### config.mk
export PLATFORM = sky130hd
export DESIGN_NAME = arcade_input_ctrl
export DESIGN_NICKNAME = d
export VERILOG_FILES = /design/src/rtl/arcade_input_pkg.sv /design/src/rtl/arcade_input_ctrl_coin_pulse.sv /design/src/rtl/arcade_input_ctrl.sv
export SDC_FILE = /design/constraint.sdc
export NUM_CORES = 1
export LEC_CHECK = 0
export ABC_AREA = 1
export BUFFER_PORTS_ARGS = -buffer_cell sky130_fd_sc_hd__buf_2
export CAP_MARGIN = 25
export CORE_ASPECT_RATIO = 1.75
export CORE_MARGIN = 5
export CORE_UTILIZATION = 25
export CTS_CLUSTER_DIAMETER = 30
export DETAILED_ROUTE_END_ITERATION = 8
export HOLD_SLACK_MARGIN = 0.06
export SYNTH_ARGS = -nofsm -noshare
export SYNTH_HDL_FRONTEND = slang
export SYNTH_HIERARCHICAL = 1
export SYNTH_SLANG_ARGS = --single-unit
### constraint.sdc
create_clock -name clk_sys -period 1.6 [get_ports clk_sys]
set_clock_uncertainty 0.2 [all_clocks]
set_input_delay 0.24 -clock clk_sys [delete_from_list [all_inputs] [get_ports clk_sys]]
set_output_delay 0.24 -clock clk_sys [all_outputs]
set_load 0.05 [all_outputs]
### src/rtl/arcade_input_pkg.sv
// Shared constants and types for the arcade input controller: PS/2 key codes,
// the button record and the coin-shaping state encoding.
package arcade_input_pkg;

    // 9-bit key codes are {extended, scan code}. Code 0 is reserved as "no key".
    localparam logic [8:0] KEY_UP       = 9'h075;
    localparam logic [8:0] KEY_DOWN     = 9'h072;
    localparam logic [8:0] KEY_LEFT     = 9'h06B;
    localparam logic [8:0] KEY_RIGHT    = 9'h074;
    localparam logic [8:0] KEY_START2_A = 9'h029;
    localparam logic [8:0] KEY_START2_B = 9'h006;
    localparam logic [8:0] KEY_START1_A = 9'h014;
    localparam logic [8:0] KEY_START1_B = 9'h005;
    localparam logic [8:0] KEY_COIN     = 9'h004;

    localparam logic [7:0] PS2_BREAK    = 8'hF0;
    localparam logic [7:0] PS2_EXTENDED = 8'hE0;

    typedef enum logic [1:0] {
        COIN_IDLE    = 2'd0,
        COIN_PULSE   = 2'd1,
        COIN_HOLDOFF = 2'd2
    } coin_state_t;

    typedef struct packed {
        logic up;
        logic down;
        logic left;
        logic right;
        logic start1;
        logic start2;
        logic coin;
    } buttons_t;

    // Cursor keys exist in both plain and E0-prefixed forms; only the scan code matters.
    function automatic logic scan_match(input logic [8:0] code, input logic [8:0] key);
        return code[7:0] == key[7:0];
    endfunction

endpackage

### src/rtl/arcade_input_ctrl_coin_pulse.sv
// Coin shaper: one fixed-length coin pulse per rising edge of the raw coin
// request, followed by an equal-length hold-off during which new edges are ignored.
module coin_pulse
    import arcade_input_pkg::*;
#(
    parameter logic [19:0] COIN_TICKS = 20'd600000
) (
    input  logic clk_sys,
    input  logic reset,
    input  logic ce_6m,
    input  logic coin_raw,
    output logic coin
);

    coin_state_t state_q, state_d;
    logic [19:0] cnt_q, cnt_d;
    logic        raw_q;
    logic        raw_prev_q;
    logic        raw_rise;
    logic        phase_done;

    assign raw_rise   = raw_q & ~raw_prev_q;
    assign phase_done = ce_6m && (cnt_q == COIN_TICKS - 20'd1);

    // NOTE: sequential state uses non-blocking assignments so every register
    // samples the pre-edge values regardless of statement order.
    always_ff @(posedge clk_sys) begin
        if (reset) begin
            state_q    <= COIN_IDLE;
            cnt_q      <= '0;
            raw_q      <= 1'b0;
            raw_prev_q <= 1'b0;
        end else begin
            state_q    <= state_d;
            cnt_q      <= cnt_d;
            raw_q      <= coin_raw;
            raw_prev_q <= raw_q;
        end
    end

    // NOTE: every output of this block gets a default first, so no path can
    // leave a value unassigned and infer a latch.
    always_comb begin
        state_d = state_q;
        cnt_d   = cnt_q;
        coin    = 1'b0;
        unique case (state_q)
            COIN_IDLE: begin
                if (raw_rise) begin
                    state_d = COIN_PULSE;
                    cnt_d   = '0;
                end
            end
            COIN_PULSE: begin
                coin = 1'b1;
                if (phase_done) begin
                    state_d = COIN_HOLDOFF;
                    cnt_d   = '0;
                end else if (ce_6m) begin
                    cnt_d = cnt_q + 20'd1;
                end
            end
            COIN_HOLDOFF: begin
                if (phase_done) begin
                    state_d = COIN_IDLE;
                    cnt_d   = '0;
                end else if (ce_6m) begin
                    cnt_d = cnt_q + 20'd1;
                end
            end
            default: begin
                state_d = COIN_IDLE;
                cnt_d   = '0;
            end
        endcase
    end

endmodule

### src/rtl/arcade_input_ctrl.sv
// Arcade input controller: merges PS/2 keys and two joysticks into active-low
// IN0/IN1 port bytes. Define COIN_PULSE_EN to shape coin into timed pulses.
module arcade_input_ctrl
    import arcade_input_pkg::*;
#(
    parameter logic [19:0] COIN_TICKS = 20'd600000
) (
    input  logic        clk_sys,
    input  logic        reset,
    input  logic        ce_6m,
    input  logic [64:0] ps2_key,
    input  logic [15:0] joystick_0,
    input  logic [15:0] joystick_1,
    input  logic        orient,
    output logic [7:0]  in0_reg,
    output logic [7:0]  in1_reg
);

    logic        key_toggle_q;
    logic        key_event;
    logic        pressed;
    logic        extended;
    logic [8:0]  key_code;
    buttons_t    btn_q;
    logic [15:0] joy;
    logic        dir_up, dir_down, dir_left, dir_right;
    logic        start1, start2;
    logic        coin_raw;
    logic        coin;
    logic        unused_cfg;

    // The toggle copy also follows the live bit during reset, so leaving reset
    // never looks like a fresh key event.
    always_ff @(posedge clk_sys) begin
        key_toggle_q <= ps2_key[64];
    end

    assign key_event = key_toggle_q != ps2_key[64];
    assign pressed   = ps2_key[15:8] != PS2_BREAK;
    assign extended  = pressed ? (ps2_key[15:8] == PS2_EXTENDED)
                               : (ps2_key[23:16] == PS2_EXTENDED);
    // Longer multi-byte sequences are not ours; collapse them to the no-key code.
    assign key_code  = (|ps2_key[63:24]) ? 9'd0 : {extended, ps2_key[7:0]};

    always_ff @(posedge clk_sys) begin
        if (reset) begin
            btn_q <= '0;
        end else if (key_event) begin
            if (scan_match(key_code, KEY_UP))    btn_q.up    <= pressed;
            if (scan_match(key_code, KEY_DOWN))  btn_q.down  <= pressed;
            if (scan_match(key_code, KEY_LEFT))  btn_q.left  <= pressed;
            if (scan_match(key_code, KEY_RIGHT)) btn_q.right <= pressed;
            if (key_code == KEY_START2_A || key_code == KEY_START2_B) btn_q.start2 <= pressed;
            if (key_code == KEY_START1_A || key_code == KEY_START1_B) btn_q.start1 <= pressed;
            if (key_code == KEY_COIN) btn_q.coin <= pressed;
        end
    end

    assign joy = joystick_0 | joystick_1;

    // Horizontal cabinets rotate the stick a quarter turn.
    always_comb begin
        dir_up    = btn_q.up    | joy[3];
        dir_down  = btn_q.down  | joy[2];
        dir_left  = btn_q.left  | joy[1];
        dir_right = btn_q.right | joy[0];
        if (orient) begin
            dir_up    = btn_q.left  | joy[1];
            dir_down  = btn_q.right | joy[0];
            dir_left  = btn_q.down  | joy[2];
            dir_right = btn_q.up    | joy[3];
        end
    end

    assign start1   = btn_q.start1 | joy[4];
    assign start2   = btn_q.start2 | joy[5];
    assign coin_raw = btn_q.coin   | joy[6];

`ifdef COIN_PULSE_EN
    coin_pulse #(
        .COIN_TICKS (COIN_TICKS)
    ) u_coin_pulse (
        .clk_sys  (clk_sys),
        .reset    (reset),
        .ce_6m    (ce_6m),
        .coin_raw (coin_raw),
        .coin     (coin)
    );
`else
    assign coin = coin_raw;
`endif

    // Tick enable and tick count only matter to the coin shaper; high joystick bits are spare.
    assign unused_cfg = ^{ce_6m, COIN_TICKS, joy[15:7]};

    always_ff @(posedge clk_sys) begin
        if (reset) begin
            in0_reg <= 8'hFF;
            in1_reg <= 8'hFF;
        end else begin
            in0_reg <= ~{2'b00, coin, 1'b0, dir_down, dir_right, dir_left, dir_up};
            in1_reg <= ~{1'b0, start2, start1, 5'b00000};
        end
    end

endmodule

==> impl_metrics.py <==
metrics = {
    "floorplan": {
        "rows": 33,
        "num_io_pins": 117,
        "die_area_um2": 6290,
        "start_util_pct": 25.5,
        "die_h_um": 101,
        "core_area_um2": 4670,
        "die_w_um": 62.1,
    },
    "worst_setup_path": {
        "cp-end-kind": "register",
        "worstSetupPathType": "in -> reg",
        "reg2regPathDepth": 8,
        "r2r_end": "btn_q[5]",
        "crit_arrival_ps": 1630,
        "required_ps": 1540,
        "cp_max_fo": 5,
        "reg2reg_from": "key_toggle_q",
        "cp-start-kind": "input port",
        "r2r_setup_slack_ps": 90,
    },
    "timing": {
        "slew_viol_final": 0,
        "setup_viol": 5,
        "rsz0062_at_grt": "true",
        "max_freq_mhz": 592,
        "hold_ws_ps": 87.9,
        "timing.final.ws_setup_ps": -89.9,
        "fin_crit_sh_pct": 106,
        "finalHoldViolCount": 0,
        "final.min_clock_period_ps": 1690,
    },
    "placement": {
        "port_buffers": 88,
        "gp_congestion": 0.741,
        "dp_hpwl_um": 3050,
        "dpl_worst_slack_ps": -267,
        "place_area_um2": 1740,
    },
    "power": {
        "combPwrFrac_pct": 32.3,
        "total_power_mw": 1.03,
        "swShare_pct": 31.6,
        "power.net_switching_mw": 0.325,
        "clock_power_share_pct": 29.7,
        "vdd_drop_max_uv": 330,
        "p_int_mw": 0.703,
        "p_per_area_nw_per_um2": 499,
        "p_leak_nw": 1.07,
        "seq_power_share_pct": 38.0,
    },
    "clocking": {
        "cts_htree_levels": 1,
        "clk_pin_slew_worst_paths_ps": 60,
        "worstSkewPairLatency_ps": 250,
        "cts_tree": "done",
        "cts.path.max_buffers": 2,
        "cts.sinks": 15,
        "clockRootBuffer": "clkbuf_8",
        "cts_buffers": 3,
    },
    "status": {
        "violations": "negative setup slack",
        "outcome": "finished, violations left",
    },
    "final_layout": {
        "fin_area_um2": 2060,
        "final_layout_size_suffix_gt1_share_pct": 46.4,
        "syn2layout_area_growth_pct": 73.3,
        "num_antenna_cells": 0,
        "largest_reg_flops": 7,
        "final_nets": 408,
    },
    "routing": {
        "drc_errors": 0,
        "wl_um": 3730,
        "ant_nets": 0,
        "first_iter_violations": 15,
        "viasPerCell": 4.34,
        "drt_first_pass_iters": 3,
        "wl_per_cell_um": 10.4,
        "via_count": 1552,
    },
    "global_route": {
        "grt_pass1_wl_um": 5750,
        "grt_pass1_vias": 1573,
        "grt_usage_pct": 10.7,
        "grt_antenna_before_repair": 0,
        "grt_max_degree": 10,
        "overflow": 0,
    },
    "synth": {
        "synth_edf_count": 0,
        "ys_types": 25,
        "synth-seq-area-share_pct": 25.3,
        "ys_ff_latch": 15,
        "syn_area_um2": 1190,
        "ys.flop_type": "dfxtp_1",
        "netlist_instances": 194,
        "avgSynthCellArea_um2": 6.13,
        "yosysWarningCount": 6,
        "async_reset_ff_share_pct": 0,
    },
    "min_path": {
        "min_from": "joystick_1[0]",
        "holdPathEnd": "in0_reg[2]",
        "hold_depth": 4,
        "hold_path_class": "in -> reg",
    },
    "flow_run": {
        "maxCapViolCount": 0,
    },
}
cells by family (layout without fill, tap and decap cells):
family          count (synthesis)  after routing  share of synthesized area [%]
xor+xnor                        1              1                          0.737
compound gates                 13             13                           6.84
other cells                     1              9                          0.315
flops                          15             15                           25.3
simple gates                  114            114                           48.2
buf+inv                        50            154                           18.6
critical path, cell delays in order:
cell	delay [ps]
buf_6	100
nor2_4	80
nand2_1	60
nor2_2	150
nand2_2	90
nor2_4	200
nand3_4	120
buf_6	130
nor3_4	180
nand3_2	100
o21ai_2	130
nor2_1	50
power groups by stage:
| stage | Clock (mW) | Combinational [mW] | Sequential [mW] |
|---|---|---|---|
| final | 0.305 | 0.332 | 0.391 |
| after global routing | 0.322 | 0.362 | 0.392 |
| after CTS | 0.313 | 0.308 | 0.391 |
| after detailed placement | 0 | 0.294 | 0.399 |
| after global placement | 0 | 0.289 | 0.398 |
| after floorplan | 0 | 0.133 | 0.445 |
synth_stat cells, types with 2 or more instances:
cell type	instances	area [um^2]
inv_1	40	150
nor2_1	37	139
nand2_1	30	113
dfxtp_1	15	300
nand3_1	13	65.1
nand4_1	13	81.3
buf_4	9	67.6
nor2_2	6	37.5
a21oi_1	4	20.0
nand3_2	4	40.0
nor2_4	3	33.8
nor3_1	3	15.0
o31ai_1	3	22.5
a31oi_1	2	12.5
o21ai_1	2	10.0
through the flow:
stage	util (%)	std cells	setup TNS [ps]
2_1_floorplan	-	202	0
3_3_place_gp	37.2	343	-1480
3_5_place_dp	37.2	343	-1560
4_1_cts	39.7	354	0
5_1_grt	44.1	358	-948
6_report	44.1	358	-194
final cells by class:
class	count	area (um^2)
repair buffers	110	672
multi-input cells	137	826
well taps	52	65.1
clock buffers	4	45.0
fillers	500	2610
inverters	40	150
flip-flops and latches	15	302
layer usage:
metal  wire length [um]  track usage [%]  vias up
met5                  0                0        -
li1                   -                -      817
met3                353             3.44        9
met2               2150             22.1       67
met4                 89             4.67        0
met1               1130             8.86      659
placed cells by master, fill, tap and decap left out, types with 11 or more instances in the layout:
master	synthesis	final
dfxtp_1	15	14
nor2_1	37	28
buf_4	9	12
nand4_1	13	13
nand3_1	13	11
buf_2	0	82
nand2_1	30	29
inv_1	40	39
nor2_2	6	11
timing repair:
| action | in CTS | in global routing |
|---|---|---|
| hold endpoints to repair | 4 | 0 |
| hold buffers | 7 | 0 |
| setup buffers | 0 | 4 |
| setup endpoints to repair | 1 | 7 |
| pin swaps | 0 | 20 |
| resized for setup | 1 | 39 |
| cloned | 0 | 0 |
worst max path at each step:
stage                      startpoint       end  cells past startpoint
final                     ps2_key[32]  btn_q[4]                     12
after global routing      ps2_key[25]  btn_q[4]                     12
after CTS                 ps2_key[37]  btn_q[2]                     13
after detailed placement  ps2_key[37]  btn_q[5]                     12
after global placement    ps2_key[37]  btn_q[5]                     12
after floorplan           ps2_key[39]  btn_q[5]                     11
No activity file was read; power rests on OpenSTA's default activity.
